### config.mk
export PLATFORM = sky130hd
export DESIGN_NAME = uart_rx
export DESIGN_NICKNAME = d
export VERILOG_FILES = /design/src/rtl/uart_pkg.sv /design/src/rtl/uart_baud_gen.sv /design/src/rtl/uart_rx.sv
export SDC_FILE = /design/constraint.sdc
export NUM_CORES = 1
export LEC_CHECK = 0
export CAP_MARGIN = 10
export CORE_ASPECT_RATIO = 1.5
export CORE_UTILIZATION = 40
export DETAILED_ROUTE_END_ITERATION = 8
export PLACE_DENSITY_LB_ADDON = 0.12
export SLEW_MARGIN = 20
export SYNTH_ARGS = -nofsm -noshare
export SYNTH_HDL_FRONTEND = slang
export SYNTH_SLANG_ARGS = --single-unit
### constraint.sdc
create_clock -name i_clk_sys -period 2.4 [get_ports i_clk_sys]
set_clock_uncertainty 0.15 [all_clocks]
set_input_delay 0.24 -clock i_clk_sys [delete_from_list [all_inputs] [get_ports i_clk_sys]]
set_output_delay 0.24 -clock i_clk_sys [all_outputs]
set_load 0.01 [all_outputs]
### src/rtl/uart_pkg.sv
// Shared UART definitions: FSM state encoding and bit-period helper.
// Used by both the receiver and the transmitter.
package uart_pkg;

    typedef enum logic [2:0] {
        ST_IDLE,
        ST_START,
        ST_DATA,
        ST_PARITY,
        ST_STOP
    } uart_state_t;

    // System clocks per line bit, clock given in MHz.
    function automatic int unsigned calc_cycle(
        input int unsigned clk_mhz,
        input int unsigned baud
    );
        return (clk_mhz * 32'd1000000) / baud;
    endfunction

endpackage

### src/rtl/uart_baud_gen.sv
// Bit-period counter: counts 0..CYCLE-1 while enabled, held at 0 otherwise.
// Ports: en_i count enable; mid_o strobe at count STROBE; end_o at CYCLE-1.
module uart_baud_gen #(
    parameter int unsigned CYCLE  = 5208,
    parameter int unsigned STROBE = 2603
) (
    input  logic i_clk_sys,
    input  logic i_rst_n,
    input  logic en_i,
    output logic mid_o,
    output logic end_o
);

    localparam logic [15:0] LAST = 16'(CYCLE - 1);
    localparam logic [15:0] MID  = 16'(STROBE);

    logic [15:0] cnt_q;
    logic [15:0] cnt_d;

    always_comb begin
        cnt_d = cnt_q + 16'd1;
        if (!en_i || cnt_q == LAST) begin
            cnt_d = '0;
        end
    end

    always_ff @(posedge i_clk_sys or negedge i_rst_n) begin
        if (!i_rst_n) begin
            cnt_q <= '0;
        end else begin
            cnt_q <= cnt_d;
        end
    end

    assign mid_o = en_i && (cnt_q == MID);
    assign end_o = en_i && (cnt_q == LAST);

endmodule

### src/rtl/uart_rx.sv
// UART receiver with valid/ready output, parity, framing and overrun flags.
// Ports: i_uart_rx serial in; o_data_rx/o_data_valid/i_data_ready word
// handshake; o_parity_err (qualified by valid); o_frame_err, o_overrun pulses.
// Define UART_RX_GLITCH_FILTER_EN for a 3-sample majority vote per bit.
module uart_rx
    import uart_pkg::*;
#(
    parameter int CLK_FRE     = 50,
    parameter int DATA_WIDTH  = 8,
    parameter int PARITY_ON   = 0,
    parameter int PARITY_TYPE = 0,
    parameter int BAUD_RATE   = 9600
) (
    input  logic                  i_clk_sys,
    input  logic                  i_rst_n,
    input  logic                  i_uart_rx,
    output logic [DATA_WIDTH-1:0] o_data_rx,
    output logic                  o_data_valid,
    input  logic                  i_data_ready,
    output logic                  o_parity_err,
    output logic                  o_frame_err,
    output logic                  o_overrun
);

    localparam int unsigned CYCLE = calc_cycle(CLK_FRE, BAUD_RATE);
    localparam logic [3:0]  LAST_BIT = 4'(DATA_WIDTH - 1);
    localparam logic        ODD = (PARITY_TYPE != 0);
    localparam logic        PAR_EN = (PARITY_ON != 0);

`ifdef UART_RX_GLITCH_FILTER_EN
    // One extra history flop so the vote sees counts CYCLE/2-2..CYCLE/2.
    localparam int          SYNC_W = 4;
    localparam int unsigned STROBE = CYCLE / 2;
`else
    localparam int          SYNC_W = 3;
    localparam int unsigned STROBE = CYCLE / 2 - 1;
`endif

    uart_state_t           state_q;
    logic [SYNC_W-1:0]     sync_q;
    logic [3:0]            bit_q;
    logic [DATA_WIDTH-1:0] shift_q;
    logic                  par_q;
    logic [DATA_WIDTH-1:0] data_q;
    logic                  valid_q;
    logic                  perr_q;
    logic                  ferr_q;
    logic                  ovr_q;

    logic fall;
    logic bit_v;
    logic smp;
    logic bend;

    // sync_q[0..1] form the synchronizer; higher bits are history.
    always_ff @(posedge i_clk_sys or negedge i_rst_n) begin
        if (!i_rst_n) begin
            sync_q <= '1;
        end else begin
            sync_q <= {sync_q[SYNC_W-2:0], i_uart_rx};
        end
    end

    assign fall = sync_q[2] & ~sync_q[1];

`ifdef UART_RX_GLITCH_FILTER_EN
    assign bit_v = (sync_q[1] & sync_q[2]) |
                   (sync_q[1] & sync_q[3]) |
                   (sync_q[2] & sync_q[3]);
`else
    assign bit_v = sync_q[1];
`endif

    uart_baud_gen #(
        .CYCLE  (CYCLE),
        .STROBE (STROBE)
    ) u_baud (
        .i_clk_sys (i_clk_sys),
        .i_rst_n   (i_rst_n),
        .en_i      (state_q != ST_IDLE),
        .mid_o     (smp),
        .end_o     (bend)
    );

    always_ff @(posedge i_clk_sys or negedge i_rst_n) begin
        if (!i_rst_n) begin
            state_q <= ST_IDLE;
            bit_q   <= '0;
            shift_q <= '0;
            par_q   <= 1'b0;
            data_q  <= '0;
            valid_q <= 1'b0;
            perr_q  <= 1'b0;
            ferr_q  <= 1'b0;
            ovr_q   <= 1'b0;
        end else begin
            ferr_q <= 1'b0;
            ovr_q  <= 1'b0;
            if (valid_q && i_data_ready) begin
                valid_q <= 1'b0;
            end
            unique case (state_q)
                ST_IDLE: begin
                    if (fall) begin
                        state_q <= ST_START;
                    end
                end
                ST_START: begin
                    if (smp && bit_v) begin
                        state_q <= ST_IDLE;
                    end else if (bend) begin
                        state_q <= ST_DATA;
                        bit_q   <= '0;
                    end
                end
                ST_DATA: begin
                    if (smp) begin
                        shift_q <= (shift_q >> 1) |
                                   (DATA_WIDTH'(bit_v) << (DATA_WIDTH - 1));
                    end
                    if (bend) begin
                        if (bit_q == LAST_BIT) begin
                            state_q <= PAR_EN ? ST_PARITY : ST_STOP;
                        end else begin
                            bit_q <= bit_q + 4'd1;
                        end
                    end
                end
                ST_PARITY: begin
                    // par_q holds the error flag, not the parity bit.
                    if (smp) begin
                        par_q <= bit_v ^ (^shift_q) ^ ODD;
                    end
                    if (bend) begin
                        state_q <= ST_STOP;
                    end
                end
                ST_STOP: begin
                    // Leave at mid-stop so a back-to-back start edge is seen.
                    if (smp) begin
                        state_q <= ST_IDLE;
                        if (!bit_v) begin
                            ferr_q <= 1'b1;
                        end else if (!valid_q || i_data_ready) begin
                            data_q  <= shift_q;
                            perr_q  <= par_q & PAR_EN;
                            valid_q <= 1'b1;
                        end else begin
                            ovr_q <= 1'b1;
                        end
                    end
                end
                default: state_q <= ST_IDLE;
            endcase
        end
    end

    assign o_data_rx    = data_q;
    assign o_data_valid = valid_q;
    assign o_parity_err = perr_q;
    assign o_frame_err  = ferr_q;
    assign o_overrun    = ovr_q;

endmodule

== Word level (Yosys, flattened, before mapping) ==
Index checks and enable logic that the tools add are counted.
Widths: inputs -> output; s select.

* Register bits after elaboration: 45
* Latch bits: 0
* Memory bits (writable): 0
* Memory bits (read-only): 0
* Bits of input ports: 4
* Output and inout bits: 12
* Logic and storage cells: 71
* Memories kept: 0

* Add/sub/neg operators: 2
* Multipliers: 0
* Div/mod/pow operators: 0
* Order comparisons: 0
* Equality and inequality tests: 16
* Shift operators: 0
* Multiplexer cells: 26
* Bitwise operators: 3
* Reductions and logical operators: 15

{| class="wikitable"
|+ Operators by type and width
! cell !! number
|-
| $mux 3 || 7
|-
| $add 16x1->16 const B || 1
|-
| $eq 16x12->1 const B || 1
|-
| $eq 16x13->1 const B || 1
|-
| $mux 16 || 1
|-
| $mux 4 || 4
|-
| $ne 2x2->1 const B || 8
|-
| $pmux 3 s5 || 1
|-
| $mux 1 || 12
|-
| $or 7x8->8 || 1
|-
| $pmux 4 s2 || 1
|-
| $eq 3x2->1 const B || 2
|-
| $reduce_and 6->1 || 1
|-
| $reduce_and 5->1 || 1
|-
| $add 4x1->4 const B || 1
|-
| $eq 4x3->1 const B || 1
|-
| $logic_and 1x1->1 || 4
|-
| $reduce_and 4->1 || 1
|-
| $eq 3x1->1 const B || 1
|-
| $eq 3x3->1 const B || 1
|-
| $logic_not 3->1 || 1
|-
| $ne 3x3->1 const B || 1
|-
| $reduce_bool 3->1 || 1
|-
| $logic_not 1->1 || 2
|-
| other kinds (5) || 6
|}

== Logic depth before layout (Yosys ltp) ==
Gate-level depths: netlist of the first run.

* Depth after elaboration: 6
* Gate-level depth with buffers: 6
* Gate-level depth less buffers: 5

== Cells and area by module ==
A second synthesis of the first run with hierarchy kept.

* Cells, all modules: 185
* Area, all modules: 2123.3 um^2

{| class="wikitable"
|+ By module, submodules not included
! module !! instances !! cells an instance !! area each (um^2) !! sequential area each (um^2)
|-
| uart_rx || 1 || 96 || 1244.9 || 729.4
|-
| uart_baud_gen || 1 || 89 || 878.3 || 400.4
|}

== Worst setup path after synthesis of the first run ==
OpenSTA, ideal clock, no wires.

* Path kind: register to register
* Start: register bit_q[0]
* End: register bit_q[3]
* Data arrival time: 1.856 ns
* Slack: 0.270 ns
* Stages on the path, launching flop included: 6
* Clock period less this slack: 2.130 ns
* Cell sequence: dfrtp_1 -> ha_1 -> and3b_1 -> or3b_2 -> a211o_1 -> a211o_1

* Cells in the longest elaborated chain, start to end: 4

{| class="wikitable"
|+ RTL lines
! element !! RTL line !! RTL
|-
| start, declared || uart_rx.sv:41 || <nowiki>logic [3:0] bit_q;</nowiki>
|-
| start signal, assigned || uart_rx.sv:125 || <nowiki>bit_q <= bit_q + 4'd1;</nowiki>
|-
| $add 4x1->4 || uart_rx.sv:125 ||
|-
| $mux 4 || uart_rx.sv:122 || <nowiki>if (bit_q == LAST_BIT) begin</nowiki>
|-
| $mux 4 || uart_rx.sv:121 || <nowiki>if (bend) begin</nowiki>
|-
| $pmux 4 s2 || uart_rx.sv:102 || <nowiki>unique case (state_q)</nowiki>
|}

Several ways; a longest one is shown, not always the timed one. The select of a mux whose other input is x is not followed.
A chain may end at the register's enable or synchronous reset.

== Worst setup path after layout of the first run ==
Ends and elaborated chain as after synthesis.

==> results of run 1 <==
-- layer usage --
metal / vias to the layer above / GRT usage [%] / wire [µm]
met5: - / 0 / 0
met4: 0 / 5.00 / 42
met3: 5 / 2.99 / 106
met2: 17 / 30.1 / 2380
met1: 782 / 20.6 / 1680
li1: 713 / - / -
-- state kept, by name, indices dropped and copies added, names as in the netlist --
signal / count
u_baud.cnt_q: 16
sync_q: 3
o_frame_err: 1
o_data_rx: 8
o_data_valid: 1
o_overrun: 1
shift_q: 8
state_q: 3
bit_q: 4
-- cells by family (layout without fill, tap and decap cells) --
group / count (synthesis) / count (layout) / share of synthesized area (%)
xor gates and xnor gates: 14 / 14 / 5.78
other: 1 / 1 / 0.177
AOI/OAI and AO/OA: 10 / 10 / 3.12
adders and majority gates: 2 / 2 / 1.18
DFF: 45 / 45 / 53.2
buffers and inverters: 9 / 38 / 1.83
and+or+nand+nor: 87 / 87 / 25.7
muxes: 17 / 17 / 8.96
-- path summary, 6_finish.rpt --
path                                           to  cells after the start
max                          bit_q[3]$_DFFE_PN0P_                      5
max in group asynchronous     sync_q[2]$_DFF_PN1_                      3
max reg2reg                  bit_q[3]$_DFFE_PN0P_                      5
min                        state_q[1]$_DFFE_PN0P_                      2
min in group i_clk_sys        sync_q[0]$_DFF_PN1_                      1
min reg2reg                   sync_q[1]$_DFF_PN1_                      0
-- per-stage QoR --
| stage | setup WS [ps] | utilization [%] | cell area (µm²) | power (mW) | hold slack [ps] |
|---|---|---|---|---|---|
| final | 137 | 48.9 | 2510 | 1.56 | 205 |
| after global routing | 58.5 | 48.9 | 2510 | 1.64 | 202 |
| after CTS | 141 | 48.9 | 2510 | 1.58 | 206 |
| after detailed placement | 156 | 47.0 | 2410 | 1.11 | 10.6 |
| after global placement | 242 | 47.0 | 2410 | 1.10 | 4.30 |
| after floorplan | 270 | - | 2120 | 1.01 | -206 |
-- layout make-up --
type,count,area share [%]
well taps,68,3.39
multi-input cells,131,38.0
inverters,2,0.300
repair buffers,28,9.69
clock buffers,6,2.90
clock inverters,2,0.599
flip-flops and latches,45,45.1
-- synthesized netlist by cell type, types with 4 or more instances --
cell type	n
nor4_1	8
nand3_1	7
nand2b_1	6
nor2_1	20
clkbuf_1	5
mux2_2	15
o21ai_0	4
nand2_1	8
xnor2_1	12
nor3_1	6
dfrtp_1	42
nand4_1	7
-- timing repair --
action | in CTS | in global routing
hold endpoints to repair | 13 | 0
setup buffers | 0 | 0
hold buffers | 1 | 0
-- power by group --
| part | switching (mW) | internal (mW) | total (mW) |
|---|---|---|---|
| registers | 0.0615 | 0.805 | 0.866 |
| logic | 0.134 | 0.0948 | 0.228 |
| clock network | 0.260 | 0.205 | 0.465 |
| total | 0.455 | 1.10 | 1.56 |
==> flow_summary_export.csv, run 1 <==
group,metric,value,unit
run_status,status,"completed",
synth,ys_types,39,
synth,netlist_area,2120,µm²
setup_path,startpoint,"bit_q[0]$_DFFE_PN0P_",
setup_path,cp_data_arrival_time,2300,ps
synth,synth_edf_count,0,
drt,drt_first_pass_iters,4,
hold_path,min-delay-path-class,"input port to async pin",
synth,ys.flop_type,"dfrtp_1",
clock_tree,cts_tree,"done",
clock_tree,clockRootBuffer,"clkbuf_8",
synth,seq_area_frac_synth,53.2,%
die,die_h,91.2,µm
layout,final_common_cell,"dfrtp_1",
synth,avgSynthCellArea,11.5,µm²
clock_tree,cts.repair.resized,0,
sta,setup_viol,0,
place,dp_hpwl,3090,µm
place,io_buffers,14,
setup_path,path_buf_inv,0,
setup_path,crit_type,"register to register",
synth,syn-num-nets,191,
sta,period_minus_slack,2260,ps
setup_path,crit_slowest_cell,"or3b_2",
layout,fillCellCount,524,
setup_path,worstPathRequired,2440,ps
synth,synth_seq_cells,45,
sta,period_share,94.3,%
layout,drive_above_1_share,22.0,%
global_route,gr-total-overflow,0,
global_route,grt_pass1_vias,1575,
pwr,pwr_density_cell,622,nW/µm²
die,start_util,41.4,%
setup_path,endpoint_kind,"register",
global_route,grt_usage,17.1,%
drt,wl_per_cell,14.9,µm
layout,layout_common_cells,"dfrtp_1, nor2_1, mux2_2",
synth,synthCells,185,
die,core_area,5120,µm²
layout,regArea,1130,µm²
clock_tree,clk_pin_slew_worst_paths,80,ps
drt,drc,0,
drt,drtIter0Drc,69,
clock_tree,clock_sinks,45,
clock_tree,insertion_delay,300,ps
setup_path,cpPeakStageDelay,450,ps
setup_path,crit_path_frequent_cell,"a211o_1",
clock_tree,numCtsBuffers,5,
clock_tree,htreeDepth,2,
global_route,antenna_found_initial,0,
synth,synth_async_sr_flop_share,100,%
place,dpl.cell_count,273,
setup_path,cp_max_fo,4,
die,rows,32,
layout,syn_to_final_growth,18.1,%
setup_path,cp_top_family,"compound AO/OA/AOI/OAI gates",
sta,max_freq,0.442,GHz
drt,dr_total_vias,1517,
drt,avgViaCountPerCell,5.38,
flow_run,cap_violations,0,
synth,synth_top_area_cell,"dfrtp_1",
pwr,peakVddDrop,0.374,mV
setup_path,reg2reg_from,"bit_q[0]$_DFFE_PN0P_",
sta,tns,0,ps
die,die_width,61.5,µm
synth,synth_top_area_share,49.5,%
place,gp_routability_congestion,0.791,
layout,diodes,0,
die,io_pins,16,
setup_path,cp_cell_sequence,"ha_1, and3b_1, or3b_2, a211o_1, a211o_1",
die,dieArea,5610,µm²
clock_tree,clk_path_buf_depth,2,
drt,wl,4210,µm
layout,multi_input_area,953,µm²
sta,finalHoldViolations,0,
synth,synthTopCellsByArea,"dfrtp_1, mux2_2, xnor2_1, dfstp_2, nor2_1",
layout,nets,219,
layout,fin_cells,282,
global_route,grt_max_degree,17,
drt,ant_nets,0,
global_route,grt_pass1_wl,7200,µm
sta,slew_violations,0,
sta,rsz0062_at_grt,"false",
setup_path,rrSetupSlack,140,ps
setup_path,start_kind,"register",
pwr,p_leak,1.11,nW
synth,yosys_warnings,0,
(Power assumes the default switching activity.)
==> run 2: changes to the inputs <==
- GPL_TIMING_DRIVEN: unset -> 0
==> run 2 against run 1 <==
Via count down 4.0%. Flip-flop and latch count did not move. Die area did not move.
==> flow_summary_export.csv, run 2 (synthesis results as in run 1) <==
group,metric,value,unit
run_status,status,"completed",
die,dieArea,5610,µm²
place,dp_hpwl,2900,µm
clock_tree,clk_pin_slew_worst_paths,90,ps
clock_tree,clk_path_buf_depth,2,
setup_path,worstPathRequired,2430,ps
die,rows,32,
drt,drt_first_pass_iters,4,
layout,drive_above_1_share,19.4,%
global_route,gr-total-overflow,0,
die,die_h,91.2,µm
sta,setup_viol,0,
drt,wl_per_cell,14.1,µm
sta,max_freq,0.443,GHz
drt,dr_total_vias,1456,
setup_path,start_kind,"register",
die,core_area,5120,µm²
die,start_util,41.4,%
setup_path,cp_max_fo,4,
flow_run,cap_violations,0,
hold_path,min-delay-path-class,"input port to register",
sta,finalHoldViolations,0,
setup_path,crit_type,"register to register",
clock_tree,insertion_delay,290,ps
setup_path,endpoint_kind,"register",
setup_path,cp_data_arrival_time,2290,ps
sta,period_share,94.1,%
global_route,grt_max_degree,35,
layout,layout_common_cells,"dfrtp_1, nor2_1, mux2_2",
sta,rsz0062_at_grt,"false",
layout,nets,216,
sta,slew_violations,0,
pwr,pwr_density_cell,653,nW/µm²
layout,max_flop_register,"u_baud.cnt_q",
layout,syn_to_final_growth,18.2,%
layout,largest_register_ffs,16,
layout,diodes,0,
die,die_width,61.5,µm
sta,tns,0,ps
clock_tree,numCtsBuffers,5,
place,gp_routability_congestion,0.834,
drt,wl,3940,µm
global_route,grt_usage,16.0,%
drt,drtIter0Drc,67,
pwr,peakVddDrop,0.343,mV
layout,final_common_cell,"dfrtp_1",
global_route,grt_pass1_wl,6760,µm
drt,ant_nets,0,
place,io_buffers,14,
pwr,p_leak,1.11,nW
sta,period_minus_slack,2260,ps
clock_tree,clockRootBuffer,"clkbuf_8",
layout,utilization,48.9,%
die,io_pins,16,
drt,drc,0,
clock_tree,clock_sinks,45,
global_route,grt_pass1_vias,1483,
drt,avgViaCountPerCell,5.22,
global_route,antenna_found_initial,0,
clock_tree,cts_tree,"done",
clock_tree,htreeDepth,2,
[run 2: repair_timing]
| item | 4_1_cts | 5_1_grt |
|---|---|---|
| setup buffers | 2 | 1 |
| gates resized for setup | 0 | 1 |
| endpoints found under the hold margin | 42 | 0 |
| pin swaps | 2 | 2 |
| hold buffers | 1 | 0 |
| endpoints found under the setup margin | 10 | 26 |
[run 2: through the flow]
stage	hold WS (ps)	total power [mW]	worst slack, ps	cells	area (µm²)
after floorplan	-206	1.01	270	185	2120
after global placement	196	1.08	-222	267	2350
after detailed placement	-4.58	1.09	-25.9	268	2360
after CTS	196	1.66	33.5	279	2500
after global routing	188	1.73	25.4	279	2510
final	203	1.64	141	279	2510
[run 2: worst paths after layout]
check	from	to	slack, ps	depth (start not counted)
worst max-delay path	bit_q[0]$_DFFE_PN0P_	bit_q[3]$_DFFE_PN0P_	140	5
max in group asynchronous	i_rst_n	sync_q[1]$_DFF_PN1_	1340	3
worst min register to register	sync_q[0]$_DFF_PN1_	sync_q[1]$_DFF_PN1_	210	0
worst max register to register	bit_q[0]$_DFFE_PN0P_	bit_q[3]$_DFFE_PN0P_	140	5
min in group asynchronous	i_rst_n	u_baud.cnt_q[3]$_DFF_PN0_	220	2
worst min-delay path	i_uart_rx	sync_q[0]$_DFF_PN1_	200	1
[run 2: critical path, stage by stage (launching register included)]
cell and delay (ps):
dfrtp_1 420, ha_1 250, and3b_1 220, or3b_2 440
a211o_1 360, a211o_1 310
[run 2: where the power goes]
part,total [mW],internal (mW),switching [mW]
Sequential,0.852,0.805,0.0468
Clock,0.564,0.313,0.251
Combinational,0.223,0.0787,0.144
[run 2: metal layers]
layer	vias up	wire length, µm	track usage, %
met2	13	2110	27.2
met3	5	82	3.42
met5	-	0	0
met4	0	40	5.00
met1	732	1710	19.5
li1	706	-	-
[run 2: final cells by class]
cell class                      instances  area (µm²)
Fill cell                             508        2620
Clock inverter                          2        38.8
Buffer                                  6        27.5
Inverter                                2        7.51
Tap cell                               68        85.1
Clock buffer                            6        72.6
Sequential cell                        45        1130
Timing Repair Buffer                   19         188
Multi-Input combinational cell        131         958
